File: src/rtl/alu_sched_pkg.sv
// Shared types and constants for the round-robin ALU scheduler.
package alu_sched_pkg;

  typedef enum logic [2:0] {
    OP_ADD = 3'b000,
    OP_SUB = 3'b001,
    OP_MUL = 3'b010,
    OP_DIV = 3'b011,
    OP_AND = 3'b100,
    OP_OR  = 3'b101,
    OP_NOT = 3'b110,
    OP_ILL = 3'b111
  } alu_op_t;

  typedef enum logic [1:0] {
    IDLE = 2'd0,
    EXEC = 2'd1,
    DONE = 2'd2
  } sched_state_t;

  localparam int FLAG_N = 3;
  localparam int FLAG_Z = 2;
  localparam int FLAG_C = 1;
  localparam int FLAG_V = 0;

  // Cycles from accept to response valid for a given opcode.
  function automatic int op_lat(input alu_op_t op, input int mul_lat, input int div_lat);
    case (op)
      OP_MUL:  return mul_lat;
      OP_DIV:  return div_lat;
      default: return 1;
    endcase
  endfunction

endpackage

File: src/rtl/alu_rr_scheduler_if.sv
// Request/response bundle between two issue ports and the shared ALU scheduler.
interface alu_rr_scheduler_if #(parameter int N = 24);

  logic [1:0]         req_valid_i;
  logic [1:0]         req_ready_o;
  logic [1:0][2:0]    req_op_i;
  logic [1:0][N-1:0]  req_a_i;
  logic [1:0][N-1:0]  req_b_i;
  logic               rsp_valid_o;
  logic               rsp_ready_i;
  logic               rsp_id_o;
  logic [N-1:0]       rsp_result_o;
  logic [3:0]         rsp_flags_o;
  logic               rsp_err_o;

  modport master (
    output req_valid_i, req_op_i, req_a_i, req_b_i, rsp_ready_i,
    input  req_ready_o, rsp_valid_o, rsp_id_o, rsp_result_o, rsp_flags_o, rsp_err_o
  );

  modport slave (
    input  req_valid_i, req_op_i, req_a_i, req_b_i, rsp_ready_i,
    output req_ready_o, rsp_valid_o, rsp_id_o, rsp_result_o, rsp_flags_o, rsp_err_o
  );

endinterface

File: src/rtl/alu_rr_scheduler_alu.sv
// N-bit ALU with NZCV flags; SUB carry means no borrow, DIV by zero yields all ones.
module alu
  import alu_sched_pkg::*;
#(
  parameter int N = 24
) (
  input  alu_op_t      op,
  input  logic [N-1:0] a,
  input  logic [N-1:0] b,
  output logic [N-1:0] result,
  output logic [3:0]   flags
);

  logic [N:0] sum;
  logic [N:0] prod;
  logic       c;
  logic       v;

  always_comb begin
    sum    = '0;
    prod   = '0;
    c      = 1'b0;
    v      = 1'b0;
    result = '0;
    case (op)
      OP_ADD: begin
        sum    = {1'b0, a} + {1'b0, b};
        result = sum[N-1:0];
        c      = sum[N];
        v      = (a[N-1] == b[N-1]) && (result[N-1] != a[N-1]);
      end
      OP_SUB: begin
        sum    = {1'b0, a} + {1'b0, ~b} + (N+1)'(1);
        result = sum[N-1:0];
        c      = sum[N];
        v      = (a[N-1] != b[N-1]) && (result[N-1] != a[N-1]);
      end
      OP_MUL: begin
        // Only bit N of the product is needed beyond the result (carry out).
        prod   = {1'b0, a} * {1'b0, b};
        result = prod[N-1:0];
        c      = prod[N];
      end
      OP_DIV:  result = (b == '0) ? '1 : a / b;
      OP_AND:  result = a & b;
      OP_OR:   result = a | b;
      OP_NOT:  result = ~a;
      default: result = '0;
    endcase
    flags = {result[N-1], (result == '0), c, v};
  end

endmodule

File: src/rtl/alu_rr_scheduler_arb.sv
// Two-way round-robin arbiter; the pointer moves past whoever was just served.
module rr_arb2 (
  input  logic       clk,
  input  logic       rst,
  input  logic [1:0] valid,
  input  logic       advance,
  output logic [1:0] grant
);

  logic ptr;

  always_comb begin
    grant = valid;
    if (valid == 2'b11) grant = ptr ? 2'b10 : 2'b01;
  end

  always_ff @(posedge clk) begin
    if (rst) ptr <= 1'b0;
    else if (advance) ptr <= grant[0];
  end

endmodule

File: src/rtl/alu_rr_scheduler.sv
// Shares one ALU between two requesters with round-robin arbitration and
// fixed multi-cycle windows for MUL/DIV.
//   state | meaning
//   IDLE  | no op in flight, arbitrate and accept
//   EXEC  | multi-cycle op running, down-counter active
//   DONE  | response valid, may accept next op when consumer is ready
module alu_rr_scheduler
  import alu_sched_pkg::*;
#(
  parameter int N       = 24,
  parameter int MUL_LAT = 3,
  parameter int DIV_LAT = 6
) (
  input logic               clk,
  input logic               rst,
  alu_rr_scheduler_if.slave bus
);

  localparam int MAX_LAT = (MUL_LAT > DIV_LAT) ? MUL_LAT : DIV_LAT;
  localparam int CNT_W   = $clog2(MAX_LAT + 1);

  sched_state_t     state, state_nxt;
  logic [CNT_W-1:0] cnt;
  alu_op_t          op_q;
  logic [N-1:0]     a_q, b_q;
  logic             id_q;
  logic [N-1:0]     res_q;
  logic [3:0]       flg_q;
  logic             err_q;

  logic [1:0]       grant, ready;
  logic             take_en, acc_any, acc_id, exec_last;
  alu_op_t          acc_op;
  int               acc_lat;

  logic [N-1:0]     alu_res, view_res;
  logic [3:0]       alu_flg, view_flg;
  logic             view_err;

  rr_arb2 u_arb (
    .clk     (clk),
    .rst     (rst),
    .valid   (bus.req_valid_i),
    .advance (acc_any),
    .grant   (grant)
  );

  alu #(.N(N)) u_alu (
    .op     (op_q),
    .a      (a_q),
    .b      (b_q),
    .result (alu_res),
    .flags  (alu_flg)
  );

  assign take_en         = ~rst & ((state == IDLE) | ((state == DONE) & bus.rsp_ready_i));
  assign ready           = grant & {2{take_en}};
  assign bus.req_ready_o = ready;
  assign acc_any         = |(ready & bus.req_valid_i);
  assign acc_id          = ready[1];
  assign acc_op          = alu_op_t'(bus.req_op_i[acc_id]);
  assign acc_lat         = op_lat(acc_op, MUL_LAT, DIV_LAT);
  assign exec_last       = (state == EXEC) && (cnt == CNT_W'(1));

  always_comb begin
    view_err = (op_q == OP_ILL) || ((op_q == OP_DIV) && (b_q == '0));
    view_res = (op_q == OP_ILL) ? '0 : alu_res;
    view_flg = (op_q == OP_ILL) ? '0 : alu_flg;
  end

  always_ff @(posedge clk) begin
    if (rst) state <= IDLE;
    else     state <= state_nxt;
  end

  always_comb begin
    state_nxt = state;
    case (state)
      IDLE: if (acc_any) state_nxt = (acc_lat == 1) ? DONE : EXEC;
      EXEC: if (exec_last) state_nxt = DONE;
      DONE: begin
        if (bus.rsp_ready_i) begin
          if (acc_any) state_nxt = (acc_lat == 1) ? DONE : EXEC;
          else         state_nxt = IDLE;
        end
      end
      default: state_nxt = IDLE;
    endcase
  end

  // Single-cycle ops answer straight from the latched operands; long ops are
  // registered at the end of their window so the ALU path gets the full window.
  always_comb begin
    bus.rsp_valid_o  = 1'b0;
    bus.rsp_id_o     = 1'b0;
    bus.rsp_result_o = '0;
    bus.rsp_flags_o  = '0;
    bus.rsp_err_o    = 1'b0;
    if (state == DONE) begin
      bus.rsp_valid_o = 1'b1;
      bus.rsp_id_o    = id_q;
      if (op_lat(op_q, MUL_LAT, DIV_LAT) == 1) begin
        bus.rsp_result_o = view_res;
        bus.rsp_flags_o  = view_flg;
        bus.rsp_err_o    = view_err;
      end else begin
        bus.rsp_result_o = res_q;
        bus.rsp_flags_o  = flg_q;
        bus.rsp_err_o    = err_q;
      end
    end
  end

  always_ff @(posedge clk) begin
    if (rst) begin
      cnt   <= '0;
      op_q  <= OP_ADD;
      a_q   <= '0;
      b_q   <= '0;
      id_q  <= 1'b0;
      res_q <= '0;
      flg_q <= '0;
      err_q <= 1'b0;
    end else if (acc_any) begin
      op_q <= acc_op;
      a_q  <= bus.req_a_i[acc_id];
      b_q  <= bus.req_b_i[acc_id];
      id_q <= acc_id;
      cnt  <= CNT_W'(acc_lat - 1);
    end else if (state == EXEC) begin
      cnt <= cnt - CNT_W'(1);
      if (exec_last) begin
        res_q <= view_res;
        flg_q <= view_flg;
        err_q <= view_err;
      end
    end
  end

endmodule

File: src/flat_wrapper.sv
// flat-port wrapper written by rule: the top's interface ports become plain ports
module alu_rr_scheduler_flat import alu_sched_pkg::*;
#(
  parameter int N       = 24,
  parameter int MUL_LAT = 3,
  parameter int DIV_LAT = 6
)
  (clk, rst, bus_req_valid_i, bus_req_op_i, bus_req_a_i, bus_req_b_i, bus_rsp_ready_i, bus_req_ready_o, bus_rsp_valid_o, bus_rsp_id_o, bus_rsp_result_o, bus_rsp_flags_o, bus_rsp_err_o);
  alu_rr_scheduler_if #(.N(N)) bus_i ();
  input logic clk;
  input logic rst;
  input wire logic [$bits(bus_i.req_valid_i)-1:0] bus_req_valid_i;
  input wire logic [$bits(bus_i.req_op_i)-1:0] bus_req_op_i;
  input wire logic [$bits(bus_i.req_a_i)-1:0] bus_req_a_i;
  input wire logic [$bits(bus_i.req_b_i)-1:0] bus_req_b_i;
  input wire logic [$bits(bus_i.rsp_ready_i)-1:0] bus_rsp_ready_i;
  output wire logic [$bits(bus_i.req_ready_o)-1:0] bus_req_ready_o;
  output wire logic [$bits(bus_i.rsp_valid_o)-1:0] bus_rsp_valid_o;
  output wire logic [$bits(bus_i.rsp_id_o)-1:0] bus_rsp_id_o;
  output wire logic [$bits(bus_i.rsp_result_o)-1:0] bus_rsp_result_o;
  output wire logic [$bits(bus_i.rsp_flags_o)-1:0] bus_rsp_flags_o;
  output wire logic [$bits(bus_i.rsp_err_o)-1:0] bus_rsp_err_o;
  assign bus_i.req_valid_i = bus_req_valid_i;
  assign bus_i.req_op_i = bus_req_op_i;
  assign bus_i.req_a_i = bus_req_a_i;
  assign bus_i.req_b_i = bus_req_b_i;
  assign bus_i.rsp_ready_i = bus_rsp_ready_i;
  assign bus_req_ready_o = bus_i.req_ready_o;
  assign bus_rsp_valid_o = bus_i.rsp_valid_o;
  assign bus_rsp_id_o = bus_i.rsp_id_o;
  assign bus_rsp_result_o = bus_i.rsp_result_o;
  assign bus_rsp_flags_o = bus_i.rsp_flags_o;
  assign bus_rsp_err_o = bus_i.rsp_err_o;
  alu_rr_scheduler #(.N(N), .MUL_LAT(MUL_LAT), .DIV_LAT(DIV_LAT)) u_core (.clk(clk), .rst(rst), .bus(bus_i));
endmodule
File: config.mk
export PLATFORM = sky130hd
export DESIGN_NAME = alu_rr_scheduler_flat
export DESIGN_NICKNAME = d
export VERILOG_FILES = /design/src/rtl/alu_sched_pkg.sv /design/src/rtl/alu_rr_scheduler_if.sv /design/src/rtl/alu_rr_scheduler_alu.sv /design/src/rtl/alu_rr_scheduler_arb.sv /design/src/rtl/alu_rr_scheduler.sv /design/src/flat_wrapper.sv
export SDC_FILE = /design/constraint.sdc
export NUM_CORES = 2
export LEC_CHECK = 0
export ABC_CLOCK_PERIOD_IN_PS = 65400
export CORE_ASPECT_RATIO = 0.8
export CORE_UTILIZATION = 59
export DETAILED_ROUTE_END_ITERATION = 12
export PLACE_DENSITY = 0.81
export SETUP_SLACK_MARGIN = 0.3
export SYNTH_ARGS = -nofsm -noshare
export SYNTH_HDL_FRONTEND = slang
export SYNTH_SLANG_ARGS = --single-unit
File: constraint.sdc
create_clock -name clk -period 65.4 [get_ports clk]
set_clock_uncertainty 0.1 [all_clocks]
set_input_delay 19.62 -clock clk [delete_from_list [all_inputs] [get_ports clk]]
set_output_delay 19.62 -clock clk [all_outputs]
set_load 0.03 [all_outputs]
==> results.cfg <==
[status]
outcome = finished, final reports clean

[worst_hold_path]
min_to = u_core.res_q[11]
hold_depth = 2
min_path_type = flop to flop
min_from = u_core.res_q[11]

[synth]
synth_nets = 5541
synthAdderAreaFrac = 0.306
synthMuxAreaShare = 0.0258
synth-edff-count = 0
yosys.cell_types.count = 112
yosysSeqAreaShare = 0.0501
synthFlopType = dfxtp_1
synth_top_family_by_area = adder cells
synth-compound-area-share = 0.255
synth_simple_gate_area_frac = 0.226
synthArstFlopShare = 0
ys_warn_count = 0
synthXorXnorAreaFrac = 0.0668
mappedNetlistArea_sq_um = 34300
ys_ff_latch = 86
synth_area_per_cell_sq_um = 7.25
synth_cells = 4736

[layout]
mostFrequentLayoutCells = nand2_1, nor2_1, ha_1
syn_to_final_growth_pct = 20.4
final_common_cell = nand2_1
final_layout_size_suffix_gt1_frac = 0.170
final_area_sq_um = 41400
nNetsFinal = 5870
nFillCells = 4571
stdcell_count = 5837

[floorplanning]
io-pin-count = 140
fp.dieW_microns = 272
core_area_sq_um = 57100
die_area_sq_um = 59200
chipHeight_microns = 218
num_rows = 78
initial_core_util = 0.602

[global_routing]
grt_pass1_wl_mm = 219
antenna_found_initial = 10
grt_overflow_total = 0
track_usage = 0.485
first_global_vias = 36600
grt_max_degree = 87

[sta]
slew_viol_final = 0
maxSlewHeadroom = 0.0987
fmax_mhz = 15.5
fin_crit_ns = 64.51
worstMarginPinSlew_ns = 1.32
final-setup-viol-count = 0
fin_crit_sh = 0.986
hold_viol = 0

[critical_path]
critical_path.endpoint_type = output pin
reg2reg_depth = 208
crit_type = flop to output pin
crit_path_start_kind = flop
cp_max_fo = 14
reg2reg_slack_ns = 21.03
rr_startpoint = u_core.b_q[3]
r2r-end = u_core.flg_q[2]
arrival_ns = 44.79
cp_common_cell = buf_4
cp_slowest_cell = or4_4
required_ns = 45.68
slowest_delay_ns = 0.56

[detailed_routing]
ant_nets = 0
dr_total_vias = 39500
first_pass_iters = 6
drt-wirelength-per-cell_microns = 25.8
drtIter0Drc = 5291
finalWirelength_mm = 151
vias_per_cell = 6.77
drc = 0

[placed_design]
io_buffers = 139
dp.cells = 5689
dp_hpwl_mm = 114
placed_cell_area_sq_um = 38000
place.gp.congestion = 1.10

[cts]
cts_tree = done
path_clk_slew_ns = 0.08
cts_num_sinks = 86
clockBufferDepth = 2
clkLatencyLatePin_ns = 0.41
h-tree-depth = 3
clock-root-buffer = clkbuf_16
cts_buffers = 9
cts_hold_buf = 0

[flow_run]
drv_cap = 0
==> metal layers <==
layer  up-vias  routed length (microns)  global-route usage  part of all wire
met4        10                     9480               0.248             0.063
met1     18500                    57900               0.639              0.38
met3       694                    22800               0.169              0.15
met2      2979                    60500               0.695              0.40
met5         -                      231             0.00658            0.0015
li1      17400                        -                   -                 -
==> kinds of logic (layout without fill, tap and decap cells) <==
kind of cell | count (synthesis) | after routing
muxes | 81 | 81
xor gates and xnor gates | 262 | 262
AOI/OAI and AO/OA | 1272 | 1273
and+or+nand+nor | 1705 | 1705
other | 0 | 7
buffers and inverters | 632 | 965
adders and majority gates | 698 | 698
DFF | 86 | 86
==> repair_timing <==
| action | 4_1_cts | 5_1_grt |
|---|---|---|
| setup endpoints to repair | 2 | 2 |
| gates resized for setup | 93 | 335 |
| gates cloned | 1 | 2 |
| buffers inserted | 15 | 107 |
| pin swaps | 26 | 155 |
==> sequential cells by signal (all words and copies together) (netlist names) <==
signal	flops
u_core.id_q	1
u_core.err_q	1
u_core.cnt	3
u_core.u_arb.ptr	1
u_core.state	2
u_core.a_q	24
u_core.res_q	23
u_core.flg_q	4
u_core.b_q	24
u_core.op_q	3
==> worst max-delay path by stage <==
stage	startpoint	endpoint	slack (ns)	cells after the start
global placement	u_core.b_q[3]	bus_rsp_flags_o[2]	-0.87	204
finish	u_core.b_q[3]	bus_rsp_flags_o[2]	0.89	209
floorplan	u_core.b_q[16]	bus_rsp_flags_o[2]	0.31	214
global route	u_core.b_q[3]	bus_rsp_flags_o[2]	-0.43	211
detailed placement	u_core.b_q[3]	bus_rsp_flags_o[2]	-1.73	204
CTS	u_core.b_q[3]	bus_rsp_flags_o[2]	0.32	206
==> Yosys cell counts, drive strengths merged (47+ instances only) <==
master,count,share of area
nand3,90,0.013
fa,237,0.14
o21a,100,0.022
nor3,102,0.015
a31oi,51,0.0095
a211oi,82,0.019
ha,461,0.17
nand2b,47,0.0086
nand2,595,0.065
a21oi,302,0.045
a311oi,63,0.016
inv,399,0.044
xnor2,180,0.046
nor2,562,0.062
a21o,102,0.022
dfxtp,86,0.050
o21ai,208,0.031
clkbuf,184,0.020
o211ai,49,0.011
xor2,82,0.021
==> layout make-up <==
type | count | area (sq um) | area share
clock buffer | 9 | 225 | 0.00544
timing repair buffer | 537 | 4530 | 0.109
antenna | 7 | 17.5 | 0.000423
inverter | 412 | 1550 | 0.0374
multi-input combinational | 4019 | 32300 | 0.781
sequential | 86 | 1720 | 0.0417
tap | 760 | 951 | 0.0230
clock inverter | 7 | 80.1 | 0.00194
==> critical path, delay by kind of cell (launching register included) <==
kind                       cells  cell delay (ns)
AOI/OAI and AO/OA            105            22.81
xor gates and xnor gates       1             0.14
adders and majority gates     23             6.59
buffers and inverters         21             3.18
DFF                            1             0.32
muxes                          3             0.95
and+or+nand+nor               56            10.31
==> per-stage QoR <==
step	setup slack [ns]	util	TNS, ns	hold slack [ns]
after floorplan	0.314	-	0	0.332
after global placement	-0.865	0.666	-0.865	0.342
after detailed placement	-1.73	0.666	-1.73	0.348
after CTS	0.322	0.680	0	0.360
after global routing	-0.425	0.724	-0.425	0.384
final	0.894	0.725	0	0.365
Power is not shown: default switching activity piles up to over one toggle a cycle in this logic, so the estimate is an artifact.
